[src/rtl/logic_arbiter.sv]
// Two-requester round-robin front end for a shared logic unit, with a
// 2-entry in-order response FIFO tagging each result with its source and error.
module logic_arbiter #(
    parameter int WIDTH = 32
) (
    input  logic             clk_i,
    input  logic             rst_n_i,
    input  logic             req0_valid_i,
    output logic             req0_ready_o,
    input  logic [WIDTH-1:0] req0_op1_i,
    input  logic [WIDTH-1:0] req0_op2_i,
    input  logic [8:0]       req0_sel_i,
    input  logic             req1_valid_i,
    output logic             req1_ready_o,
    input  logic [WIDTH-1:0] req1_op1_i,
    input  logic [WIDTH-1:0] req1_op2_i,
    input  logic [8:0]       req1_sel_i,
    output logic [WIDTH-1:0] lu_op1_o,
    output logic [WIDTH-1:0] lu_op2_o,
    output logic [8:0]       lu_sel_o,
    input  logic [WIDTH-1:0] lu_result_i,
    output logic             rsp_valid_o,
    input  logic             rsp_ready_i,
    output logic [WIDTH-1:0] rsp_data_o,
    output logic             rsp_id_o,
    output logic             rsp_err_o
);

    typedef struct packed {
        logic             id;
        logic             err;
        logic [WIDTH-1:0] data;
    } rsp_t;

    rsp_t       mem [2];
    logic [1:0] count;
    logic       wr_ptr, rd_ptr;
    logic       last_id;
    logic       gnt0, gnt1, can_acc, push, pop, sel_err;
    rsp_t       push_ent, head;

    // last_id resets to 1 so requester 0 wins the first tie
    always_comb begin
        gnt0     = rst_n_i & req0_valid_i & (~req1_valid_i | last_id);
        gnt1     = rst_n_i & req1_valid_i & (~req0_valid_i | ~last_id);
        can_acc  = (count != 2'd2);
        req0_ready_o = gnt0 & can_acc;
        req1_ready_o = gnt1 & can_acc;
        lu_op1_o = '0;
        lu_op2_o = '0;
        lu_sel_o = '0;
        if (gnt1) begin
            lu_op1_o = req1_op1_i;
            lu_op2_o = req1_op2_i;
            lu_sel_o = req1_sel_i;
        end else if (gnt0) begin
            lu_op1_o = req0_op1_i;
            lu_op2_o = req0_op2_i;
            lu_sel_o = req0_sel_i;
        end
        sel_err  = (lu_sel_o == 9'd0) || ((lu_sel_o & (lu_sel_o - 9'd1)) != 9'd0);
        push     = req0_ready_o | req1_ready_o;
        pop      = (count != 2'd0) & rsp_ready_i;
        push_ent.id   = gnt1;
        push_ent.err  = sel_err;
        push_ent.data = sel_err ? '0 : lu_result_i;
    end

    always_ff @(posedge clk_i or negedge rst_n_i) begin
        if (!rst_n_i) begin
            mem[0]  <= '0;
            mem[1]  <= '0;
            count   <= 2'd0;
            wr_ptr  <= 1'b0;
            rd_ptr  <= 1'b0;
            last_id <= 1'b1;
        end else begin
            if (push) begin
                mem[wr_ptr] <= push_ent;
                wr_ptr      <= ~wr_ptr;
                last_id     <= gnt1;
            end
            if (pop)
                rd_ptr <= ~rd_ptr;
            count <= count + {1'b0, push} - {1'b0, pop};
        end
    end

    always_comb begin
        rsp_valid_o = (count != 2'd0);
        head        = rsp_valid_o ? mem[rd_ptr] : '0;
        rsp_data_o  = head.data;
        rsp_id_o    = head.id;
        rsp_err_o   = head.err;
    end

endmodule

[config.mk]
export PLATFORM = sky130hd
export DESIGN_NAME = logic_arbiter
export DESIGN_NICKNAME = d
export VERILOG_FILES = /design/src/rtl/logic_arbiter.sv
export SDC_FILE = /design/constraint.sdc
export NUM_CORES = 1
export LEC_CHECK = 0
export ABC_AREA = 1
export CAP_MARGIN = 40
export CORE_AREA = 2 2 114 116
export CTS_BUF_LIST = sky130_fd_sc_hd__clkbuf_4
export DETAILED_ROUTE_END_ITERATION = 8
export DIE_AREA = 0 0 116 118
export DONT_BUFFER_PORTS = 1
export PLACE_DENSITY_LB_ADDON = 0.3
export RECOVER_POWER = 50
export SYNTH_ARGS = -nofsm -noshare
export SYNTH_HDL_FRONTEND = slang
export SYNTH_SLANG_ARGS = --single-unit
[constraint.sdc]
create_clock -name clk_i -period 1.9 [get_ports clk_i]
set_input_delay 0.285 -clock clk_i [delete_from_list [all_inputs] [get_ports clk_i]]
set_output_delay 0.285 -clock clk_i [all_outputs]
set_load 0.1 [all_outputs]
==> results.md, run 1 <==
* Area share of fa/ha/maj cells after synthesis at 0.00513
* Total die area at approximately 0.014 sq mm
* Layout fillers at between 500 and 600
* Post-synth top cells: nand2_1 (286), nand3_1 (148), dfrtp_1 (72)
* Fin crit period at 2.34 ns
* Count of pins over their slew limit at 0
* Largest net degree at the start of global routing at 74
* Number of I/O pins at 293
* Total design power at 18.5 mW
* Count of final hold-check violations at 0
* Clk_lat worst skew at between 0.4 and 0.5 ns
* Post-Synthesis Cells at 730
* Vias at between 6000 and 7000
* Slew @ Worst Pin at around 1.1 ns
* DR iter-0 viols at 900
* Worst vdd ir at 0.000773 V
* Area Growth Syn to Fin at 119%
* Part of the Yosys area used for sequential elements at 0.375
* Most frequent cell after synthesis: nand2_1
* Finish-stage setup viols at 175
* Part of the power in combinational logic at 0.790
* Total internal power at 8.00 mW
* Initial antenna violation count at 1
* Compound-cell area share of the yosys netlist at 0.0441
* Net Sw Frac at 0.569
* CTS buffer count at 9
* Synth warn at 0
* Number of global-route vias before repair at 6654
* Cell Area, Synth at between 0.004 and 0.005 sq mm
* First-pass GRT wire length at about 39000 um
* CTS tree: yes
* Seq pwr share at 0.157
* CP Launch Type: flip-flop
* Final nets at about 1100
* Number of port buffers at 0
* Largest family of logic cells by synthesized area: simple AND/OR/NAND/NOR gates
* Number of library cell types mapped by synthesis at 24
* Status: finished, violations left
* Avg Inst Size Synth at approximately 6.7 sq um
* Family with the most delay on the worst path: simple AND/OR/NAND/NOR gates
* Synth Flop Type: dfrtp_1
* Drt first pass iters at 6
* Final wirelength at roughly 30000 um
* RSZ-0062 raised after global routing: true
* CP max stage cell: dfstp_2
* Avg Vias per Cell at approximately 6.5
* Clock-pin slew on the worst setup and hold paths at between 0.1 and 0.15 ns
* CP endpoint kind: flip-flop
* Failing checks: setup timing
* Cell taking the most area after synthesis: dfrtp_1
* Starting Density at 0.393
* Worst hold path type: in -> reg
* Post-synth top area share at 0.369
* Area contributors post-synth: dfrtp_1 (37%), nand2_1 (22%), nand3_1 (15%)
* Antenna-violating nets left at 0
* Die width at 116 um
* GRT Overall Usage at 0.371
* Maximum level of the CTS H-tree at 3
* Die span in y at about 120 um
* Max Cap Viol at 0
* Worst clock skew at between 0.015 and 0.02 ns
* Psw at between 10 and 15 mW
* PwrDens at between 1500 and 2000 mW/mm^2
* Max-slew headroom at 0.289
* Multi-input logic area at ~0.0052 sq mm
* GP Congestion at approximately 0.95
* CP max stage delay at roughly 0.59 ns
* Final period util at 1.23
* Mux contribution to synthesized area at 0
* Placed inst area at approximately 0.0073 sq mm
* Syn_nets at approximately 920
* Worst Path Arrival at ~2.7 ns
* Clock Sink Count at 73
* Design area at around 0.011 sq mm
* Share of cells above drive strength 1 at 0.549
* F_max at roughly 430 MHz
* WL per Instance at ~28 um
* Clk buf depth at 2
* Required @ worst endpoint at ~2.3 ns
* Final setup margin at -0.441 ns
* HPWL after detailed placement at around 14000 um
* Crit path cell chain: buf_6 > nand2_8 > nand3_2 > nand2_4 > nor2_1 > nand2_2 > nor2_2 > nor2_2 > nor2_4 > buf_12 > buf_12 > nand4_1 > nand2_1
* Utilization after layout at 0.862
* CTS root buf: clkbuf_4
* Post-synth ARST share at 1.00
* Crit path kind: reg -> reg
* Reg area at around 0.0018 sq mm
* Total grt overflow at 0
* CP max FO at 10
* Leakage at roughly 4.6 nW
* Post-synthesis xor/xnor area fraction at 0.00539
* FP Rows at just over 40
* DRC at 0
* Yosys reg bits at 73
* Clock share of power at 0.053
* Number of flops mapped to enable cells by yosys at 0
* Post-synthesis simple-gate area fraction at 0.484
* Bufs and invs on worst path at 3
* Core area at around 0.012 sq mm
## placed cells by master (no fill, tap or decap), types with 2 or more instances in the layout
cell type      synthesis  routed
nand2_1              286     159
buf_12                 0      86
dfrtp_1               72      69
nand4_1               65      65
nand2_4                0      62
nand3_2                0      57
nand3_4                0      47
nand3_1              148      44
nand2_8                0      43
a21oi_4                0      36
dlygate4sd3_1          0      36
nand2_2                6      29
buf_4                  1      28
buf_6                 11      26
inv_1                 15      10
clkbuf_4               0      10
buf_16                 0      10
clkbuf_16              0      10
nor2_1                14       8
inv_2                  7       7
nor2_4                 3       6
nor2_2                 1       4
clkinvlp_4             0       3
clkinv_1               0       3
dfrtp_2                0       3
buf_8                  0       3
inv_4                  0       2
inv_6                  0       2
nor3_2                 0       2
ha_4                   0       2
## state kept, by name, indices dropped and copies added, names as in the netlist
register,count
rd_ptr,1
wr_ptr,1
mem,68
last_id,1
count,2
## layer usage
| layer | vias up | routed length, um | GRT usage | share of wire |
|---|---|---|---|---|
| met1 | 3325 | 9440 | 0.417 | 0.32 |
| met5 | - | 0 | 0 | 0 |
| met3 | 212 | 2750 | 0.0984 | 0.093 |
| met2 | 538 | 14800 | 0.634 | 0.50 |
| li1 | 2777 | - | - | - |
| met4 | 0 | 2510 | 0.196 | 0.085 |
## layout make-up
class                      count  share of cell area
antenna                        1            0.000234
clock buffer                   9             0.00632
clock inverter                 7             0.00573
inverter                      22             0.00947
multi-input combinational    572               0.488
sequential                    73               0.171
tap                          172              0.0201
timing repair buffer         201               0.299
## power by group through the flow
stage	combinational (mW)	sequential (mW)	clock (mW)
after floorplan	7.76	2.53	0
after global placement	10.4	2.61	0
after detailed placement	10.5	2.64	0
after CTS	13.3	2.71	0.967
after global routing	15.1	2.95	1.06
final	14.6	2.90	0.989
## final timing paths
kind / slack, ns / start / cells past startpoint / to
max: -0.44 / last_id / 13 / mem[20]
min: 0.18 / req0_valid_i / 3 / mem[67]
max reg2reg: -0.44 / last_id / 13 / mem[20]
min reg2reg: 0.51 / mem[10] / 2 / mem[10]
max in group asynchronous: 0.56 / rst_n_i / 2 / count[0]
min in group asynchronous: 0.59 / rst_n_i / 2 / mem[61]
## kinds of logic after synthesis
kind of cell,count (synthesis)
AND/OR/NAND/NOR,525
buffers and inverters,86
flip-flops,73
AO/OA/AOI/OAI,41
XOR/XNOR,3
adder cells (fa/ha/maj),2
## per-stage QoR
step	worst slack [ns]	setup TNS, ns	instances	hold WS (ns)
after global placement	-0.0896	-2.74	944	-0.00742
after global routing	-0.509	-55.67	1057	0.173
final	-0.441	-46.66	1057	0.184
after detailed placement	-0.166	-6.82	944	-0.00787
after floorplan	-0.345	-19.81	730	-0.0106
after CTS	-0.293	-34.19	1035	0.00130
## tightest hold or removal path, delay by kind of cell
family,cells,cell delay (ns)
simple gates,2,0.21
compound gates,1,0.09
## timing repair
item / CTS / global route
buffers inserted: 23 / 15
resized for setup: 249 / 168
gates cloned: 18 / 13
endpoints found under the hold margin: 134 / 3
setup endpoints to repair: 179 / 180
hold buffers: 34 / 3
pin swaps: 78 / 94
(Power assumes the default switching activity.)
==> run 2, diff against run 1 <==
--- a/config.mk
+++ b/config.mk
@@ -12,6 +12,7 @@
 export DETAILED_ROUTE_END_ITERATION = 8
 export DIE_AREA = 0 0 116 118
 export DONT_BUFFER_PORTS = 1
+export GPL_TIMING_DRIVEN = 1
 export PLACE_DENSITY_LB_ADDON = 0.3
 export RECOVER_POWER = 50
 export SYNTH_ARGS = -nofsm -noshare
==> results of run 2 <==
Final layout, timing and power as in run 1 (identical DEF).
==> run 3, diff against run 2 <==
--- a/config.mk
+++ b/config.mk
@@ -6,7 +6,6 @@
 export NUM_CORES = 1
 export LEC_CHECK = 0
 export ABC_AREA = 1
-export CAP_MARGIN = 40
 export CORE_AREA = 2 2 114 116
 export CTS_BUF_LIST = sky130_fd_sc_hd__clkbuf_4
 export DETAILED_ROUTE_END_ITERATION = 8
==> results of run 3 <==
Final layout, timing and power as in run 1 (identical DEF).
